File: src/rtl/serial_adder.sv
// serial_adder: bit-serial adder. One full-adder slice adds two WIDTH-bit
// unsigned operands plus a carry-in, LSB first, one bit per clock.
// Operands are taken through an in_valid/in_ready handshake and the result
// is offered through an out_valid/out_ready handshake.
//
// Handshake rule for both ports: a transfer happens on a rising clk edge
// where valid and ready are both high; valid never waits on ready, and
// ready is a pure decode of the registered state (in_ready only in IDLE,
// out_valid only in DONE).
//
// Optional feature macro: SERIAL_ADDER_SUB_EN adds a 'sub' input (a-b via
// ~b and a forced carry-in of 1) and an 'overflow' output (signed overflow,
// carry into the MSB slice XOR carry out of it).
module serial_adder #(
    parameter int WIDTH = 8
) (
    input  logic             clk,
    input  logic             rst,
    input  logic             in_valid,
    output logic             in_ready,
    input  logic [WIDTH-1:0] a,
    input  logic [WIDTH-1:0] b,
    input  logic             cin,
`ifdef SERIAL_ADDER_SUB_EN
    input  logic             sub,
    output logic             overflow,
`endif
    output logic             out_valid,
    input  logic             out_ready,
    output logic [WIDTH-1:0] sum,
    output logic             carry
);

    // One extra bit so the counter never wraps before the terminal compare,
    // and stays at least 1 bit wide when WIDTH is 1.
    localparam int CW = $clog2(WIDTH) + 1;
    localparam logic [CW-1:0] LAST_BIT = CW'(WIDTH - 1);

    typedef enum logic [1:0] {
        IDLE = 2'd0,
        RUN  = 2'd1,
        DONE = 2'd2
    } state_t;

    state_t           state;
    logic [WIDTH-1:0] a_sh;
    logic [WIDTH-1:0] b_sh;
    logic [WIDTH-1:0] sum_sh;
    logic             c;
    logic [CW-1:0]    cnt;

    logic             bit_s;
    logic             bit_c;
    logic [WIDTH-1:0] sum_nxt;
    logic [WIDTH-1:0] b_load;
    logic             c_load;

    // Full-adder slice on the current LSBs and the next sum shift value.
    always_comb begin
        bit_s   = a_sh[0] ^ b_sh[0] ^ c;
        bit_c   = (a_sh[0] & b_sh[0]) | (a_sh[0] & c) | (b_sh[0] & c);
        sum_nxt = sum_sh >> 1;
        sum_nxt[WIDTH-1] = bit_s;
    end

    // Operand B and carry values captured on the accepting edge.
`ifdef SERIAL_ADDER_SUB_EN
    always_comb begin
        b_load = sub ? ~b : b;
        c_load = sub ? 1'b1 : cin;
    end
`else
    always_comb begin
        b_load = b;
        c_load = cin;
    end
`endif

    // Control FSM and datapath registers; reset discards any partial result.
    always_ff @(posedge clk) begin
        if (rst) begin
            state  <= IDLE;
            a_sh   <= '0;
            b_sh   <= '0;
            sum_sh <= '0;
            c      <= 1'b0;
            cnt    <= '0;
`ifdef SERIAL_ADDER_SUB_EN
            overflow <= 1'b0;
`endif
        end else begin
            case (state)
                IDLE: begin
                    if (in_valid) begin
                        a_sh   <= a;
                        b_sh   <= b_load;
                        c      <= c_load;
                        cnt    <= '0;
                        sum_sh <= '0;
                        state  <= RUN;
                    end
                end
                RUN: begin
                    a_sh   <= a_sh >> 1;
                    b_sh   <= b_sh >> 1;
                    sum_sh <= sum_nxt;
                    c      <= bit_c;
                    cnt    <= cnt + CW'(1);
                    if (cnt == LAST_BIT) begin
                        state <= DONE;
`ifdef SERIAL_ADDER_SUB_EN
                        overflow <= c ^ bit_c;
`endif
                    end
                end
                DONE: begin
                    if (out_ready) begin
                        state <= IDLE;
                    end
                end
                default: state <= IDLE;
            endcase
        end
    end

    assign in_ready  = (state == IDLE);
    assign out_valid = (state == DONE);
    assign sum       = sum_sh;
    assign carry     = c;

endmodule

File: config.mk
export PLATFORM = sky130hd
export DESIGN_NAME = serial_adder
export DESIGN_NICKNAME = d
export VERILOG_FILES = /design/src/rtl/serial_adder.sv
export SDC_FILE = /design/constraint.sdc
export NUM_CORES = 1
export LEC_CHECK = 0
export CORE_MARGIN = 4
export CORE_UTILIZATION = 54
export DETAILED_ROUTE_END_ITERATION = 16
export PLACE_DENSITY = 0.86
export REMOVE_ABC_BUFFERS = 1
export SLEW_MARGIN = 30
export SYNTH_ARGS = -nofsm -noshare
export SYNTH_HDL_FRONTEND = slang
export SYNTH_SLANG_ARGS = --single-unit
export TNS_END_PERCENT = 5
File: constraint.sdc
create_clock -name clk -period 2.7 [get_ports clk]
set_clock_uncertainty 0.2 [all_clocks]
set_input_delay 0.54 -clock clk [delete_from_list [all_inputs] [get_ports clk]]
set_output_delay 0.54 -clock clk [all_outputs]
set_load 0.01 [all_outputs]
==> impl_metrics.toml, run 1 <==
[outcome]
outcome = "finished clean"

[cells_and_area]
n_antenna_cell = 0
synthToLayoutAreaGrowth_pct = 24.09
fillers = 210
multi_input_area_sq_um = 755.7
drive_above_1_share = 0.1244
fin_nets = 223
final_cells = 231
utilization = 0.7329
register_area_sq_um = 620.6

[detailed_routing]
ant_nets = 0
finalWirelength_microns = 3446
drtPass1Iterations = 4
viasPerCell = 5.896
drc = 0
wire_per_inst_microns = 14.92
drt-initial-drc-count = 89
vias = 1362

[power]
p_total_w = 0.001044
power_density_mw_per_mm2 = 554.8
p_leak_nw = 0.7361
ir_drop_mv = 0.6505

[clocking]
post-cts-setup-buffers = 0
htreeDepth = 2
cts_root_buf = "clkbuf_4"
clock_latency_ns = 0.33
path_clk_slew_ns = 0.10
tritoncts = "built"
clock_path_buffers = 2
cts.sinks = 31
cts_buffers = 5
cts-resized-gates = 0
hold_buffers = 0

[timing]
slew-limit-headroom = 0.6509
final-hold-violation-count = 0
fin_setup_tns_ns = 0
period_needed_ns = 2.326
fmax_mhz = 429.9
setup_viol = 0
slew_violations = 0
rsz0062_at_grt = "no"
period_share = 0.8616
worst_pin_slew_ns = 0.5234

[critical_path]
rrSetupSlack_ns = 0.79
r2r_cells = 4
end_kind = "output port"
cp-start-kind = "flip-flop"
path_class = "flip-flop to output port"
crit_required_ns = 1.96
crit_arrival_ns = 1.59
cp_max_fo = 11

[global_route]
antenna_found_initial = 0
top_usage_layer = "met2"
gr-total-overflow = 0
met3_usage = 0.05106
first_global_vias = 1340
grt_util_met1 = 0.2494
grt_pass1_wl_microns = 5796
grt_usage = 0.2072
met2_usage = 0.3542
grt_max_degree = 27

[synthesis]
ys_types = 35
ys_seq_area_frac = 0.4092
ys.warnings.count = 0
synth_ff_type = "dfxtp_1"
avgSynthCellArea_sq_um = 8.817
ys_seq_elements = 31
syn-cell-area_sq_mm = 0.001516
synthCells = 172
synth-edff-count = 0
synthArstFlopShare = 0

[floorplan]
rows = 18
boundaryPins = 32
die_area_sq_mm = 0.003720
design.core.area_sq_mm = 0.002567
start_util = 0.5906
fp.dieH_microns = 60.99
die_w_microns = 60.99

[min_path]
hold_class = "flip-flop to flip-flop"
whs_path_depth = 2

[placement]
dp_hpwl_microns = 2482
port_buffers = 31
placed_cells = 223
place.gp.congestion = 0.7557

[flow_run]
maxCapViolCount = 0
layer usage:
| metal | share of wire | vias to the layer above |
|---|---|---|
| li1 | - | 663 |
| met1 | 0.42 | 655 |
| met2 | 0.52 | 35 |
| met3 | 0.046 | 9 |
| met4 | 0.015 | 0 |
| met5 | 0 | - |
final timing paths:
path,startpoint,end
setup reg to reg,state[0]$_SDFFE_PP0P_,carry$_SDFFE_PP0P_
hold reg to reg,a_sh[7]$_SDFFE_PP0P_,a_sh[7]$_SDFFE_PP0P_
hold / removal,a_sh[7]$_SDFFE_PP0P_,a_sh[7]$_SDFFE_PP0P_
setup / recovery,state[0]$_SDFFE_PP0P_,out_valid
Yosys cell counts, types with 2 or more instances:
cell      count  area share
inv_1         9       0.022
or3b_1        6       0.035
dfxtp_1      31        0.41
a22oi_1       8       0.040
buf_4         4       0.020
o22a_1        4       0.023
o22ai_1       2      0.0082
nand3_1       2      0.0066
o221a_2       8       0.059
buf_2         3      0.0099
nor3_1        8       0.026
nand2b_1      8       0.033
nor2_1       25       0.062
buf_6         4       0.030
clkbuf_1      3      0.0074
nand2_1       4      0.0099
nor2b_1       4       0.016
a21oi_1      22       0.073
layout by cell type (no fill, tap or decap), types with 4 or more instances in the layout:
cell type         n
nand2_1           4
o22a_1            4
nor2_1           25
nor3_1            8
clkdlybuf4s50_1  31
or3b_1            6
clkbuf_4          5
buf_4             5
inv_1             9
o221a_2           8
a21oi_1          22
dfxtp_1          31
a22oi_1           8
nor2b_1           4
nand2b_1          8
area by class of cell:
class,instances,share of cell area
multi-input cells,117,0.4016
flip-flops and latches,31,0.3298
repair buffers,36,0.1848
clock buffers,6,0.02726
well taps,30,0.01995
clock inverters,2,0.01862
inverters,9,0.01795
where the power goes:
part	internal (W)	leakage [nW]	switching (W)
clock network	0.000219	0.0482	0.000160
logic	0.0000867	0.433	0.0000737
registers	0.000484	0.255	0.0000206
total	0.000790	0.736	0.000255
through the flow:
| step | hold slack (ns) | setup WS (ns) | instance area, sq um |
|---|---|---|---|
| floorplan | 0.2494 | 0.9588 | 1410 |
| global placement | 0.2627 | 0.5026 | 1795 |
| detailed placement | 0.2748 | 0.4015 | 1795 |
| CTS | 0.2925 | 0.3610 | 1882 |
| global route | 0.3187 | 0.2682 | 1882 |
| finish | 0.2922 | 0.3737 | 1882 |
worst max-delay path: stages, from the launching register on:
cell             delay (ns)
dfxtp_1                0.63
nor2b_1                0.13
clkdlybuf4s50_1        0.50
sequential cells by signal, summed over array words and instances, names as in the netlist:
register,cells
a_sh,8
b_sh,8
sum,8
cnt,4
state,2
carry,1
logic make-up (layout without fill, tap and decap cells):
group / Yosys count / count (layout) / synth area share
buffers and inverters: 24 / 53 / 0.09240
AO/OA/AOI/OAI: 52 / 52 / 0.2533
flip-flops: 31 / 31 / 0.4092
adder cells (fa/ha/maj): 2 / 2 / 0.02145
AND/OR/NAND/NOR: 63 / 63 / 0.2236
Power figures use the tool's default switching activity.
==> run 2, diff against run 1 <==
--- a/config.mk
+++ b/config.mk
@@ -5,10 +5,12 @@
 export SDC_FILE = /design/constraint.sdc
 export NUM_CORES = 1
 export LEC_CHECK = 0
+export CORE_ASPECT_RATIO = 2
 export CORE_MARGIN = 4
 export CORE_UTILIZATION = 54
 export DETAILED_ROUTE_END_ITERATION = 16
 export PLACE_DENSITY = 0.86
+export RECOVER_POWER = 25
 export REMOVE_ABC_BUFFERS = 1
 export SLEW_MARGIN = 30
 export SYNTH_ARGS = -nofsm -noshare
==> impl_metrics.toml, run 2 (synthesis gave the netlist of run 1 again) <==
[min_path]
whs_path_depth = 2
hold_end = "a_sh[7]$_SDFFE_PP0P_"
hold_class = "flip-flop to flip-flop"
hp-start = "a_sh[7]$_SDFFE_PP0P_"

[critical_path]
slowest_delay_ns = 0.56
crit_required_ns = 1.96
path_class = "flip-flop to output port"
r2r_cells = 4
cp_top_family = "buffers and inverters"
crit_arrival_ns = 1.60
cp_max_fo = 17
crit_buf_inv = 2
crit_chain = "buf_4 > nor2b_1 > clkdlybuf4s50_1"
end_kind = "output port"
rrSetupSlack_ns = 0.92
r2r_end = "a_sh[1]$_SDFFE_PP0P_"
crit-reg2reg-launch = "state[0]$_SDFFE_PP0P_"
cp-start-kind = "flip-flop"
cp_slowest_cell = "clkdlybuf4s50_1"

[clocking]
cts.sinks = 31
cts_buffers = 5
tritoncts = "built"
clock_latency_ns = 0.29
cts-resized-gates = 0
htreeDepth = 2
cts_root_buf = "clkbuf_8"
post-cts-setup-buffers = 0
hold_buffers = 0
path_clk_slew_ns = 0.06
clock_path_buffers = 2

[timing]
final-hold-violation-count = 0
setup_viol = 0
period_share = 0.8651
slew-limit-headroom = 0.6213
fin_setup_tns_ns = 0
slew_violations = 0
rsz0062_at_grt = "no"
period_needed_ns = 2.336
worst_pin_slew_ns = 0.5662
fmax_mhz = 428.1

[detailed_routing]
vias = 1380
drt-initial-drc-count = 54
ant_nets = 0
drtPass1Iterations = 5
viasPerCell = 5.974
finalWirelength_microns = 3659
drc = 0
wire_per_inst_microns = 15.84

[power]
ir_drop_mv = 0.4257
p_leak_nw = 0.7750
power_density_mw_per_mm2 = 594.5
power_frac_comb = 0.143
seqPwrFrac = 0.442
clock_power_share = 0.415
p_int_w = 0.0008681
switching_share = 0.2393
p_sw_w = 0.0002730

[floorplan]
fp.dieH_microns = 82.94
start_util = 0.5542
boundaryPins = 32
die_area_sq_mm = 0.003771
die_w_microns = 45.47
rows = 27
design.core.area_sq_mm = 0.002736

[flow_run]
maxCapViolCount = 0

[cells_and_area]
multi_input_area_sq_um = 755.7
drive_above_1_share = 0.1287
register_area_sq_um = 620.6
n_antenna_cell = 0
fin_nets = 224
final_common_cell = "dfxtp_1"
final_cell_mix = "31 x dfxtp_1, 25 x nor2_1, 23 x clkdlybuf4s50_1"
fillers = 189
utilization = 0.7014
synthToLayoutAreaGrowth_pct = 26.57

[global_route]
grt_pass1_wl_microns = 6051
antenna_found_initial = 0
grt_usage = 0.2127
first_global_vias = 1437
gr-total-overflow = 0
grt_max_degree = 25

[placement]
dp_hpwl_microns = 2527
port_buffers = 31
place.gp.congestion = 0.7298

[outcome]
outcome = "finished clean"
run 2: changes by cell type in the layout (fill, tap and decap cells not counted):
cell / change
clkdlybuf4s50_1: -8
buf_4: +1
dlygate4sd3_1: +8
clkbuf_4: -5
clkbuf_8: +5
run 2: metrics by stage:
step	power, W	hold slack (ns)	worst slack, ns	cells	instance area (sq um)
after CTS	0.001150	0.2837	0.3479	231	1919
after global routing	0.001187	0.3061	0.2930	231	1919
final	0.001141	0.2847	0.3642	231	1919
after global placement	0.0006642	0.2650	0.4836	223	1802
after floorplan	0.0005985	0.2494	0.9588	157	1410
after detailed placement	0.0006758	0.2747	0.3918	223	1802
run 2: worst max-delay path by stage:
stage                               start                  to  slack (ns)  cells after the start
finish              state[1]$_SDFFE_PP0P_           out_valid        0.36                      3
global route        state[1]$_SDFFE_PP0P_           out_valid        0.29                      3
CTS                 state[1]$_SDFFE_PP0P_           out_valid        0.35                      3
detailed placement               in_valid  carry$_SDFFE_PP0P_        0.39                      4
global placement                 in_valid  carry$_SDFFE_PP0P_        0.48                      4
floorplan           state[1]$_SDFFE_PP0P_           out_valid        0.96                      1
run 2: area by class of cell:
type | count | share of cell area
multi-input combinational | 117 | 0.3937
sequential | 31 | 0.3233
timing repair buffer | 37 | 0.1851
clock buffer | 6 | 0.04302
tap | 29 | 0.01890
clock inverter | 2 | 0.01825
inverter | 9 | 0.01760
run 2: layer usage:
metal,GRT usage,wire length (microns),vias up
li1,-,-,662
met1,0.2175,1393,650
met2,0.3541,1911,53
met3,0.05423,221,15
met4,0.1360,133,0
met5,0,0,-
run 2: worst min-delay path: cells and delay by family, from the launching register on:
family          cells  cell delay (ns)
flops               1             0.32
compound gates      1             0.07
simple gates        1             0.06
run 2: power by group through the flow:
stage	Combinational (W)	Sequential [W]	Clock (W)
final	0.000163	0.000504	0.000474
after global placement	0.000153	0.000511	0
after CTS	0.000164	0.000504	0.000482
after floorplan	0.0000845	0.000514	0
after global routing	0.000178	0.000507	0.000502
after detailed placement	0.000162	0.000514	0
